## config.mk

```make
export PLATFORM = sky130hd
export DESIGN_NAME = multicycle_cpu
export DESIGN_NICKNAME = d
export VERILOG_FILES = /design/src/rtl/multicycle_cpu_pkg.sv /design/src/rtl/mc_regfile.sv /design/src/rtl/multicycle_cpu.sv
export SDC_FILE = /design/constraint.sdc
export NUM_CORES = 2
export LEC_CHECK = 0
export CORE_MARGIN = 2
export CORE_UTILIZATION = 65
export CTS_CLUSTER_SIZE = 10
export DETAILED_ROUTE_END_ITERATION = 6
export DONT_BUFFER_PORTS = 1
export GPL_TIMING_DRIVEN = 0
export MAX_ROUTING_LAYER = met4
export PLACE_DENSITY = 0.81
export SETUP_SLACK_MARGIN = 0.05
export SLEW_MARGIN = 30
export SYNTH_ARGS = -nofsm -noshare
export SYNTH_HDL_FRONTEND = slang
export SYNTH_SLANG_ARGS = --single-unit
```

## constraint.sdc

```tcl
create_clock -name clk_i -period 4.5 [get_ports clk_i]
set_input_delay 0.225 -clock clk_i [delete_from_list [all_inputs] [get_ports clk_i]]
set_output_delay 0.225 -clock clk_i [all_outputs]
set_load 0.02 [all_outputs]
```

## src/rtl/multicycle_cpu_pkg.sv

```systemverilog
// Shared types and encodings for the multi-cycle RV32-subset core.
// The optional BEQ/BNE support is enabled by defining MULTICYCLE_CPU_BRANCH_EN.
package multicycle_cpu_pkg;

  typedef enum logic [2:0] {
    IDLE,
    FETCH,
    DECODE,
    EXEC,
    WB,
    HALT
  } state_e;

  typedef enum logic [2:0] {
    ALU_ADD,
    ALU_SUB,
    ALU_AND,
    ALU_OR,
    ALU_XOR,
    ALU_SLL,
    ALU_SRL,
    ALU_SLT
  } alu_op_e;

  localparam logic [6:0] OPC_OP     = 7'b0110011;
  localparam logic [6:0] OPC_OP_IMM = 7'b0010011;
  localparam logic [6:0] OPC_BRANCH = 7'b1100011;

  localparam logic [2:0] F3_ADD_SUB = 3'b000;
  localparam logic [2:0] F3_SLL     = 3'b001;
  localparam logic [2:0] F3_SLT     = 3'b010;
  localparam logic [2:0] F3_XOR     = 3'b100;
  localparam logic [2:0] F3_SRL     = 3'b101;
  localparam logic [2:0] F3_OR      = 3'b110;
  localparam logic [2:0] F3_AND     = 3'b111;
  localparam logic [2:0] F3_BEQ     = 3'b000;
  localparam logic [2:0] F3_BNE     = 3'b001;

  localparam logic [6:0] F7_BASE = 7'b0000000;
  localparam logic [6:0] F7_SUB  = 7'b0100000;

  // Per-instruction control derived from opcode/funct fields only
  typedef struct packed {
    logic    legal;
    logic    use_imm;
    logic    wen;
    logic    branch;
    alu_op_e op;
  } dec_t;

  function automatic dec_t decode_op(input logic [6:0] opcode,
                                     input logic [2:0] f3,
                                     input logic [6:0] f7);
    dec_t d;
    d.legal   = 1'b0;
    d.use_imm = 1'b0;
    d.wen     = 1'b0;
    d.branch  = 1'b0;
    d.op      = ALU_ADD;
    case (opcode)
      OPC_OP: begin
        d.wen = 1'b1;
        if (f7 == F7_BASE) begin
          d.legal = 1'b1;
          case (f3)
            F3_ADD_SUB: d.op = ALU_ADD;
            F3_SLL:     d.op = ALU_SLL;
            F3_SLT:     d.op = ALU_SLT;
            F3_XOR:     d.op = ALU_XOR;
            F3_SRL:     d.op = ALU_SRL;
            F3_OR:      d.op = ALU_OR;
            F3_AND:     d.op = ALU_AND;
            default:    d.legal = 1'b0;
          endcase
        end else if (f7 == F7_SUB && f3 == F3_ADD_SUB) begin
          d.legal = 1'b1;
          d.op    = ALU_SUB;
        end
      end
      OPC_OP_IMM: begin
        d.wen     = 1'b1;
        d.use_imm = 1'b1;
        d.legal   = 1'b1;
        case (f3)
          F3_ADD_SUB: d.op = ALU_ADD;
          F3_SLT:     d.op = ALU_SLT;
          F3_XOR:     d.op = ALU_XOR;
          F3_OR:      d.op = ALU_OR;
          F3_AND:     d.op = ALU_AND;
          default:    d.legal = 1'b0;
        endcase
      end
`ifdef MULTICYCLE_CPU_BRANCH_EN
      OPC_BRANCH: begin
        d.branch = 1'b1;
        d.op     = ALU_SUB;
        d.legal  = (f3 == F3_BEQ) || (f3 == F3_BNE);
      end
`endif
      default: d.legal = 1'b0;
    endcase
    return d;
  endfunction

endpackage

```

## src/rtl/mc_regfile.sv

```systemverilog
// Register file: NREG x XLEN, two operand read ports plus a debug read port
// (all combinational), one synchronous write port, x0 hard-wired to zero.
module mc_regfile #(
  parameter int unsigned XLEN = 32,
  parameter int unsigned NREG = 32
) (
  input  logic                    clk_i,
  input  logic                    rst_i,
  input  logic [$clog2(NREG)-1:0] raddr1,
  input  logic [$clog2(NREG)-1:0] raddr2,
  output logic [XLEN-1:0]         rdata1,
  output logic [XLEN-1:0]         rdata2,
  input  logic [$clog2(NREG)-1:0] dbg_addr,
  output logic [XLEN-1:0]         dbg_data,
  input  logic                    we,
  input  logic [$clog2(NREG)-1:0] waddr,
  input  logic [XLEN-1:0]         wdata
);

  localparam int unsigned RW = $clog2(NREG);

  logic [XLEN-1:0] rf_q [NREG];

  generate
    for (genvar gi = 0; gi < NREG; gi++) begin : g_reg
      if (gi == 0) begin : g_zero
        assign rf_q[gi] = '0;
      end else begin : g_word
        logic [XLEN-1:0] word_reg;
        // Clear on reset; load when this entry is the write target
        always_ff @(posedge clk_i) begin
          if (rst_i) begin
            word_reg <= '0;
          end else if (we && waddr == RW'(gi)) begin
            word_reg <= wdata;
          end
        end
        assign rf_q[gi] = word_reg;
      end
    end
  endgenerate

  assign rdata1   = rf_q[raddr1];
  assign rdata2   = rf_q[raddr2];
  assign dbg_data = rf_q[dbg_addr];

endmodule

```

## src/rtl/multicycle_cpu.sv

```systemverilog
// Multi-cycle RV32-subset core: FETCH/DECODE/EXEC/WB sequenced by one FSM over
// a shared ALU. Instruction fetch uses a req/valid handshake with wait states.
// Define MULTICYCLE_CPU_BRANCH_EN to add BEQ/BNE; otherwise opcode 1100011 halts.
module multicycle_cpu
  import multicycle_cpu_pkg::*;
#(
  parameter int unsigned     XLEN     = 32,
  parameter int unsigned     NREG     = 32,
  parameter logic [XLEN-1:0] PC_RESET = '0,
  parameter int unsigned     RET_W    = 32
) (
  input  logic                    clk_i,
  input  logic                    rst_i,
  input  logic                    start_i,
  output logic                    imem_req_o,
  output logic [XLEN-1:0]         imem_addr_o,
  input  logic [31:0]             imem_rdata_i,
  input  logic                    imem_valid_i,
  input  logic [$clog2(NREG)-1:0] dbg_addr_i,
  output logic [XLEN-1:0]         dbg_data_o,
  output logic [XLEN-1:0]         pc_o,
  output logic [RET_W-1:0]        retired_o,
  output logic                    busy_o,
  output logic                    illegal_o
);

  localparam int unsigned RW  = $clog2(NREG);
  localparam int unsigned SHW = $clog2(XLEN);

  state_e state_reg, state_next;

  logic [XLEN-1:0]  pc_reg;
  logic [31:0]      ir_reg;
  logic [XLEN-1:0]  op_a_reg;
  logic [XLEN-1:0]  op_b_reg;
  logic [XLEN-1:0]  result_reg;
  alu_op_e          alu_op_reg;
  logic             wen_reg;
  logic [RET_W-1:0] retired_reg;
  logic             illegal_reg;
`ifdef MULTICYCLE_CPU_BRANCH_EN
  logic             branch_reg;
  logic             taken_reg;
  logic [XLEN-1:0]  b_imm;
`endif

  logic [XLEN-1:0] rf_rd1, rf_rd2;
  logic [XLEN-1:0] imm_i;
  logic [XLEN-1:0] alu_result;
  logic            rf_we;
  dec_t            dec;
  logic            dec_ok;

  // A register field is only addressable if its bits above log2(NREG) are zero
  function automatic logic field_ok(input logic [4:0] f);
    return (f >> RW) == 5'd0;
  endfunction

  assign dec   = decode_op(ir_reg[6:0], ir_reg[14:12], ir_reg[31:25]);
  assign imm_i = {{(XLEN-12){ir_reg[31]}}, ir_reg[31:20]};
  // rs2 field carries immediate bits for I-type, rd field carries offset bits for branches
  assign dec_ok = dec.legal
               && field_ok(ir_reg[19:15])
               && (dec.use_imm || field_ok(ir_reg[24:20]))
               && (!dec.wen || field_ok(ir_reg[11:7]));

`ifdef MULTICYCLE_CPU_BRANCH_EN
  assign b_imm = {{(XLEN-12){ir_reg[31]}}, ir_reg[7], ir_reg[30:25], ir_reg[11:8], 1'b0};
`endif

  assign rf_we = (state_reg == WB) && wen_reg;

  mc_regfile #(
    .XLEN (XLEN),
    .NREG (NREG)
  ) u_regfile (
    .clk_i    (clk_i),
    .rst_i    (rst_i),
    .raddr1   (ir_reg[15 +: RW]),
    .raddr2   (ir_reg[20 +: RW]),
    .rdata1   (rf_rd1),
    .rdata2   (rf_rd2),
    .dbg_addr (dbg_addr_i),
    .dbg_data (dbg_data_o),
    .we       (rf_we),
    .waddr    (ir_reg[7 +: RW]),
    .wdata    (result_reg)
  );

  // Shared ALU over the latched operands
  always_comb begin
    alu_result = '0;
    case (alu_op_reg)
      ALU_ADD: alu_result = op_a_reg + op_b_reg;
      ALU_SUB: alu_result = op_a_reg - op_b_reg;
      ALU_AND: alu_result = op_a_reg & op_b_reg;
      ALU_OR:  alu_result = op_a_reg | op_b_reg;
      ALU_XOR: alu_result = op_a_reg ^ op_b_reg;
      ALU_SLL: alu_result = op_a_reg << op_b_reg[SHW-1:0];
      ALU_SRL: alu_result = op_a_reg >> op_b_reg[SHW-1:0];
      ALU_SLT: alu_result = {{(XLEN-1){1'b0}}, ($signed(op_a_reg) < $signed(op_b_reg))};
      default: alu_result = '0;
    endcase
  end

  // FSM state register
  always_ff @(posedge clk_i) begin
    if (rst_i) begin
      state_reg <= IDLE;
    end else begin
      state_reg <= state_next;
    end
  end

  // FSM next-state and handshake/status outputs
  always_comb begin
    state_next = state_reg;
    imem_req_o = 1'b0;
    busy_o     = 1'b0;
    case (state_reg)
      IDLE: begin
        if (start_i) state_next = FETCH;
      end
      FETCH: begin
        imem_req_o = 1'b1;
        busy_o     = 1'b1;
        if (imem_valid_i) state_next = DECODE;
      end
      DECODE: begin
        busy_o     = 1'b1;
        state_next = dec_ok ? EXEC : HALT;
      end
      EXEC: begin
        busy_o     = 1'b1;
        state_next = WB;
      end
      WB: begin
        busy_o     = 1'b1;
        state_next = start_i ? FETCH : IDLE;
      end
      HALT: begin
        state_next = HALT;
      end
      default: state_next = IDLE;
    endcase
  end

  // Datapath latches, PC, retire counter and sticky illegal flag
  always_ff @(posedge clk_i) begin
    if (rst_i) begin
      pc_reg      <= PC_RESET;
      ir_reg      <= '0;
      op_a_reg    <= '0;
      op_b_reg    <= '0;
      result_reg  <= '0;
      alu_op_reg  <= ALU_ADD;
      wen_reg     <= 1'b0;
      retired_reg <= '0;
      illegal_reg <= 1'b0;
`ifdef MULTICYCLE_CPU_BRANCH_EN
      branch_reg  <= 1'b0;
      taken_reg   <= 1'b0;
`endif
    end else begin
      case (state_reg)
        FETCH: begin
          if (imem_valid_i) ir_reg <= imem_rdata_i;
        end
        DECODE: begin
          op_a_reg   <= rf_rd1;
          op_b_reg   <= dec.use_imm ? imm_i : rf_rd2;
          alu_op_reg <= dec.op;
          wen_reg    <= dec.wen;
`ifdef MULTICYCLE_CPU_BRANCH_EN
          branch_reg <= dec.branch;
`endif
          if (!dec_ok) illegal_reg <= 1'b1;
        end
        EXEC: begin
          result_reg <= alu_result;
`ifdef MULTICYCLE_CPU_BRANCH_EN
          // funct3[0] distinguishes BNE from BEQ
          taken_reg  <= branch_reg && (ir_reg[12] ? (alu_result != '0) : (alu_result == '0));
`endif
        end
        WB: begin
`ifdef MULTICYCLE_CPU_BRANCH_EN
          pc_reg <= pc_reg + (taken_reg ? b_imm : XLEN'(4));
`else
          pc_reg <= pc_reg + XLEN'(4);
`endif
          retired_reg <= retired_reg + RET_W'(1);
        end
        default: ;
      endcase
    end
  end

  assign pc_o        = pc_reg;
  assign imem_addr_o = pc_reg;
  assign retired_o   = retired_reg;
  assign illegal_o   = illegal_reg;

endmodule
```

# After elaboration in Yosys (flattened, before gate mapping)
# Cells that the tools add are included.
# totals
reg_bits	1192
elab_cells	186
# classes
n_addsub	4
order_cmp	4
eq_ne	54
n_shift	2
muxes	30
bitwise	7
reduce_logical	44
# ops
cell	n
32-bit binary-select mux with 5-bit select	3
32-bit case mux with 8 select lines	1
32-bit two-way mux	7
5-bit == test (second input constant)	16
5-bit by 4-bit == test with 1-bit output (second input constant)	8
3-bit case mux with 6 select lines	2
1-bit logical AND	33
32-bit by 1-bit adder with 32-bit output (second input constant)	1
32-bit by 3-bit adder with 32-bit output (second input constant)	1
32-bit adder	1
32-bit bitwise AND	1
32-bit less-than comparator	1
32-bit OR	1
32-bit by 5-bit << shifter with 32-bit output	1
32-bit by 5-bit >> shifter with 32-bit output	1
32-bit subtractor	1
32-bit bitwise XOR	1
3-bit == test (second input constant)	10
5-bit by 3-bit == test with 1-bit output (second input constant)	4
6-bit >= comparator (second input constant)	3
5-bit inverter with 6-bit output	3
3-bit by 2-bit == test with 1-bit output (second input constant)	5
7-bit by 6-bit == test with 1-bit output (second input constant)	2
3-bit two-way mux	4
other kinds (17)	34

# Depth between registers and ports, before layout
# depth
depth_word	7
mapped_depth	15

# Hierarchy
# Synthesis repeated with hierarchy kept, for this count alone.
# unflattened
hier_cells	9880
area_unflattened_um2	76400.8
# by_module_without_submodules
module	n_inst	cells_each	area_per_inst_um2
mc_regfile	1	7641	59743.5
multicycle_cpu	1	2239	16657.2

# Worst setup path before layout
# No wires, ideal clock.
# synth_timing
path_type	reg2reg
startpoint	register op_b_reg[3]
endpoint	register result_reg[29]
t_arrival_ps	3674
t_required_ps	4375
slack_ps	701
stages_incl_launch_ff	16
synth_period_minus_slack_ps	3799
path_cell_list	dfxtp_1 clkbuf_1 inv_1 clkbuf_1 buf_2 buf_1 ha_1 inv_1 o311a_1 o21ai_4 o31a_4 o41ai_4 a31oi_4 o31ai_1 nor3_1 o41a_1
# synth_between
elab_chain_cells	2
word_cells_on_any_way	5
classes_between	2 x add/sub; 2 x shift; 1 x mux
# synth_lines
item	line	text
from (decl)	multicycle_cpu.sv:35	logic [XLEN-1:0] op_b_reg;
from (signal assigned)	multicycle_cpu.sv:171	op_b_reg <= dec.use_imm ? imm_i : rf_rd2;
32-bit subtractor, or another cell as far along	multicycle_cpu.sv:95	ALU_SUB: alu_result = op_a_reg - op_b_reg;
32-bit case mux with 8 select lines (*)	multicycle_cpu.sv:93	case (alu_op_reg)
to (signal assigned)	multicycle_cpu.sv:180	result_reg <= alu_result;
to (decl)	multicycle_cpu.sv:36	logic [XLEN-1:0] result_reg;
# Mark *: on every way between the ends. The rest lies on a longest branch, timed or not.
# A chain may end at the register's enable or synchronous reset.

# Final worst setup path
# layout_timing
startpoint	register alu_op_reg[2]
endpoint	register result_reg[17]
# layout_between
elab_chain_cells	2
word_cells_on_any_way	9
classes_between	7 x eq/ne; 1 x mux; 1 x reduce/logical
# layout_lines
item	line	text
from (decl)	multicycle_cpu.sv:37	alu_op_e alu_op_reg;
from (signal assigned)	multicycle_cpu.sv:172	alu_op_reg <= dec.op;
3-bit == test, or another cell as far along	multicycle_cpu.sv:93	
32-bit case mux with 8 select lines (*)	multicycle_cpu.sv:93	
# Marks and branches as above.

==> results.cfg <==
[run_status]
status = finished with violations
violations = design-rule violations, negative setup slack

[layout]
fin_nets = 8379
area_growth_pct = 9.541
post-route-util = 0.7188
fin_cells = 9839
layout_commonest_cell = nand2_1
stdcell_area_um2 = 80980
final_cell_mix = nand2_1 (2193), a21oi_1 (1200), dfxtp_1 (1190), mux4_2 (902), clkbuf_1 (573)
largest_reg_flops = 992
drive_gt1_frac = 0.1892

[grt]
antenna_found_initial = 34
grt_max_degree = 21
gr-usage-all-layers = 0.6074
grt_pass1_vias = 70500
grt_pass1_wl_mm = 488.9
grt_overflow = 0

[cts]
clock_sinks = 1190
clk_pin_slew_ps = 50
clock_path_buffers = 3
cts_htree_levels = 4
cts_made_buffers = 142
cts_root_buf = clkbuf_16
insertion_delay_ps = 820
cts_tree = done

[worst_hold_path]
min_from = imem_rdata_i[22]
hold_class = in2reg

[power_and_ir_drop]
peakVddDrop_v = 0.0004358
p_leak_uw = 0.02569
power_density_nw_per_um2 = 294.2

[sta]
post-route-period-util = 1.046
maxSlewViolCount = 0
fin_setup_tns_ps = -1040
period_minus_slack_ps = 4706
hold_viol_final = 0
slew_headroom = 0.1589
tightestPinTransition_ps = 1262
clock-skew-final_ps = 32.18
fmax_mhz = 212.5
rsz0062_at_grt = no
hold_ws_ps = 125.7
fin_ws_ps = -205.7
setup_violations = 13

[yosys]
synthAdderAreaFrac = 0.01730
yosysTopAreaCell = dfxtp_1
synth_top_area_share = 0.3223
synth_ff_type = dfxtp_1
ys_types = 91
synth_area_um2 = 73920
synth-xor-area-share = 0.007701
synthMuxAreaShare = 0.3113
synth_compound_area_frac = 0.1327
yosysSeqAreaShare = 0.3223
yosys.area_share.simple = 0.1545
synth_top_family_by_area = multiplexers
ys_warn_count = 0
synthArstFlopShare = 0
synth_edf_count = 0
ys_ff_latch = 1190
syn_avg_cell_area_um2 = 9.193
syn_inst = 8041
synth_area_leaders = dfxtp_1 (32%), mux4_2 (27%), nand2_1 (11%)

[placed_design]
place_inst = 9550
gp_congestion = 1.161
placed_area_um2 = 76010
place_hpwl_mm = 268.4
io_buffers = 0

[route]
postRouteWirelength_mm = 348.8
drc = 83
vias = 74577
avgRoutedWirePerCell_um = 35.46
drt_iter0_drc = 15043
first_pass_iters = 7
drtAntennaViolNets = 0
via_per_inst = 7.580

[floorplanning]
die_width_um = 341.2
boundaryPins = 172
coreArea_um2 = 112700
dieArea_um2 = 116400
die_y_um = 341.2
core.rowCount = 123
start_util = 0.6562

[worst_setup_path]
cp-end-kind = flop
crit_arrival_ps = 5420
critPathMaxFanout = 10
worstSetupPathType = reg2reg
required_ps = 5220
rr_startpoint = alu_op_reg[2]
critPathLaunch = alu_op_reg[2]
startpoint_type = flop

[flow_run]
drv_cap = 0
## cell type report
type                    count  area (um2)
diodes                     56       140.1
plain buffers             855        3724
clock buffers             170        3812
clock inverters            20       361.6
fillers                  8186       31680
inverters                 109       412.9
multi-input cells        5888       46290
flip-flops and latches   1190       23820
well taps                1500        1877
repair buffers             51       534.3
## synth_stat cells, drive strengths merged (11+ instances only)
master and instances:
nand2b 18, nor4 18, and2 18, a211oi 65, buf 236, o221ai 12, and3 20, nand4 24
ha 99, inv 107, mux4 902, dfxtp 1190, xor2 44, or2 12, a311oi 11, or3 17
a22o 99, mux2 142, clkbuf 621, nand2 2194, a31oi 12, o211ai 17, a221o 15, o21bai 13
nor2 374, o31ai 12, nor3 77, o22ai 23, mux2i 109, a21oi 1205, a22oi 23, o21ai 109
xnor2 21, a221oi 17, nor2b 23, nand3 48
## report_power, final
group	internal [uW]	switching, uW
clock network	6090	4900
registers	10600	61.6
logic	609	1590
## final timing paths
kind                     to  slack (ps)  cells past startpoint
max          result_reg[17]        -210                     10
max reg2reg  result_reg[17]        -210                     10
min reg2reg       ir_reg[6]         450                      2
min              ir_reg[22]         130                      3
## worst max-delay path, stage by stage, from the launching register on
cell and delay, ps:
dfxtp_1 420, clkbuf_1 410, and3_1 410, clkbuf_1 450, clkbuf_1 710, clkbuf_1 950
a221oi_1 220, buf_2 270, o31ai_1 250, a211oi_1 240, a211oi_1 280
## logic make-up after synthesis
group,after synthesis
buf+inv,966
xor+xnor,65
compound gates,1701
fa+ha+maj,101
other cells,1
mux,1153
flops,1190
simple gates,2864
## per-stage QoR
stage                     power, uW  worst slack (ps)
after floorplan               12020             701.3
after global placement        12760             -1857
after detailed placement      12790             -1377
after CTS                     23340             55.74
after global routing          23970             29.98
final                         23830            -205.7
## routing by layer
| layer | GRT usage | wire, um | vias up |
|---|---|---|---|
| met5 | - | 0 | - |
| met4 | 0.5372 | 41020 | 0 |
| met3 | 0.3142 | 62420 | 2582 |
| met2 | 0.8324 | 143000 | 7823 |
| met1 | 0.6345 | 102400 | 34841 |
| li1 | - | - | 29331 |
## repair_timing
action                                  4_1_cts  5_1_grt
buffers inserted                              2        3
endpoints found under the hold margin        37        0
endpoints found under the setup margin       29       16
pin swaps                                     1        5
hold buffers                                 38        0
cloned                                        0        0
resized for setup                            13       12
No activity file was read; power rests on OpenSTA's default activity.
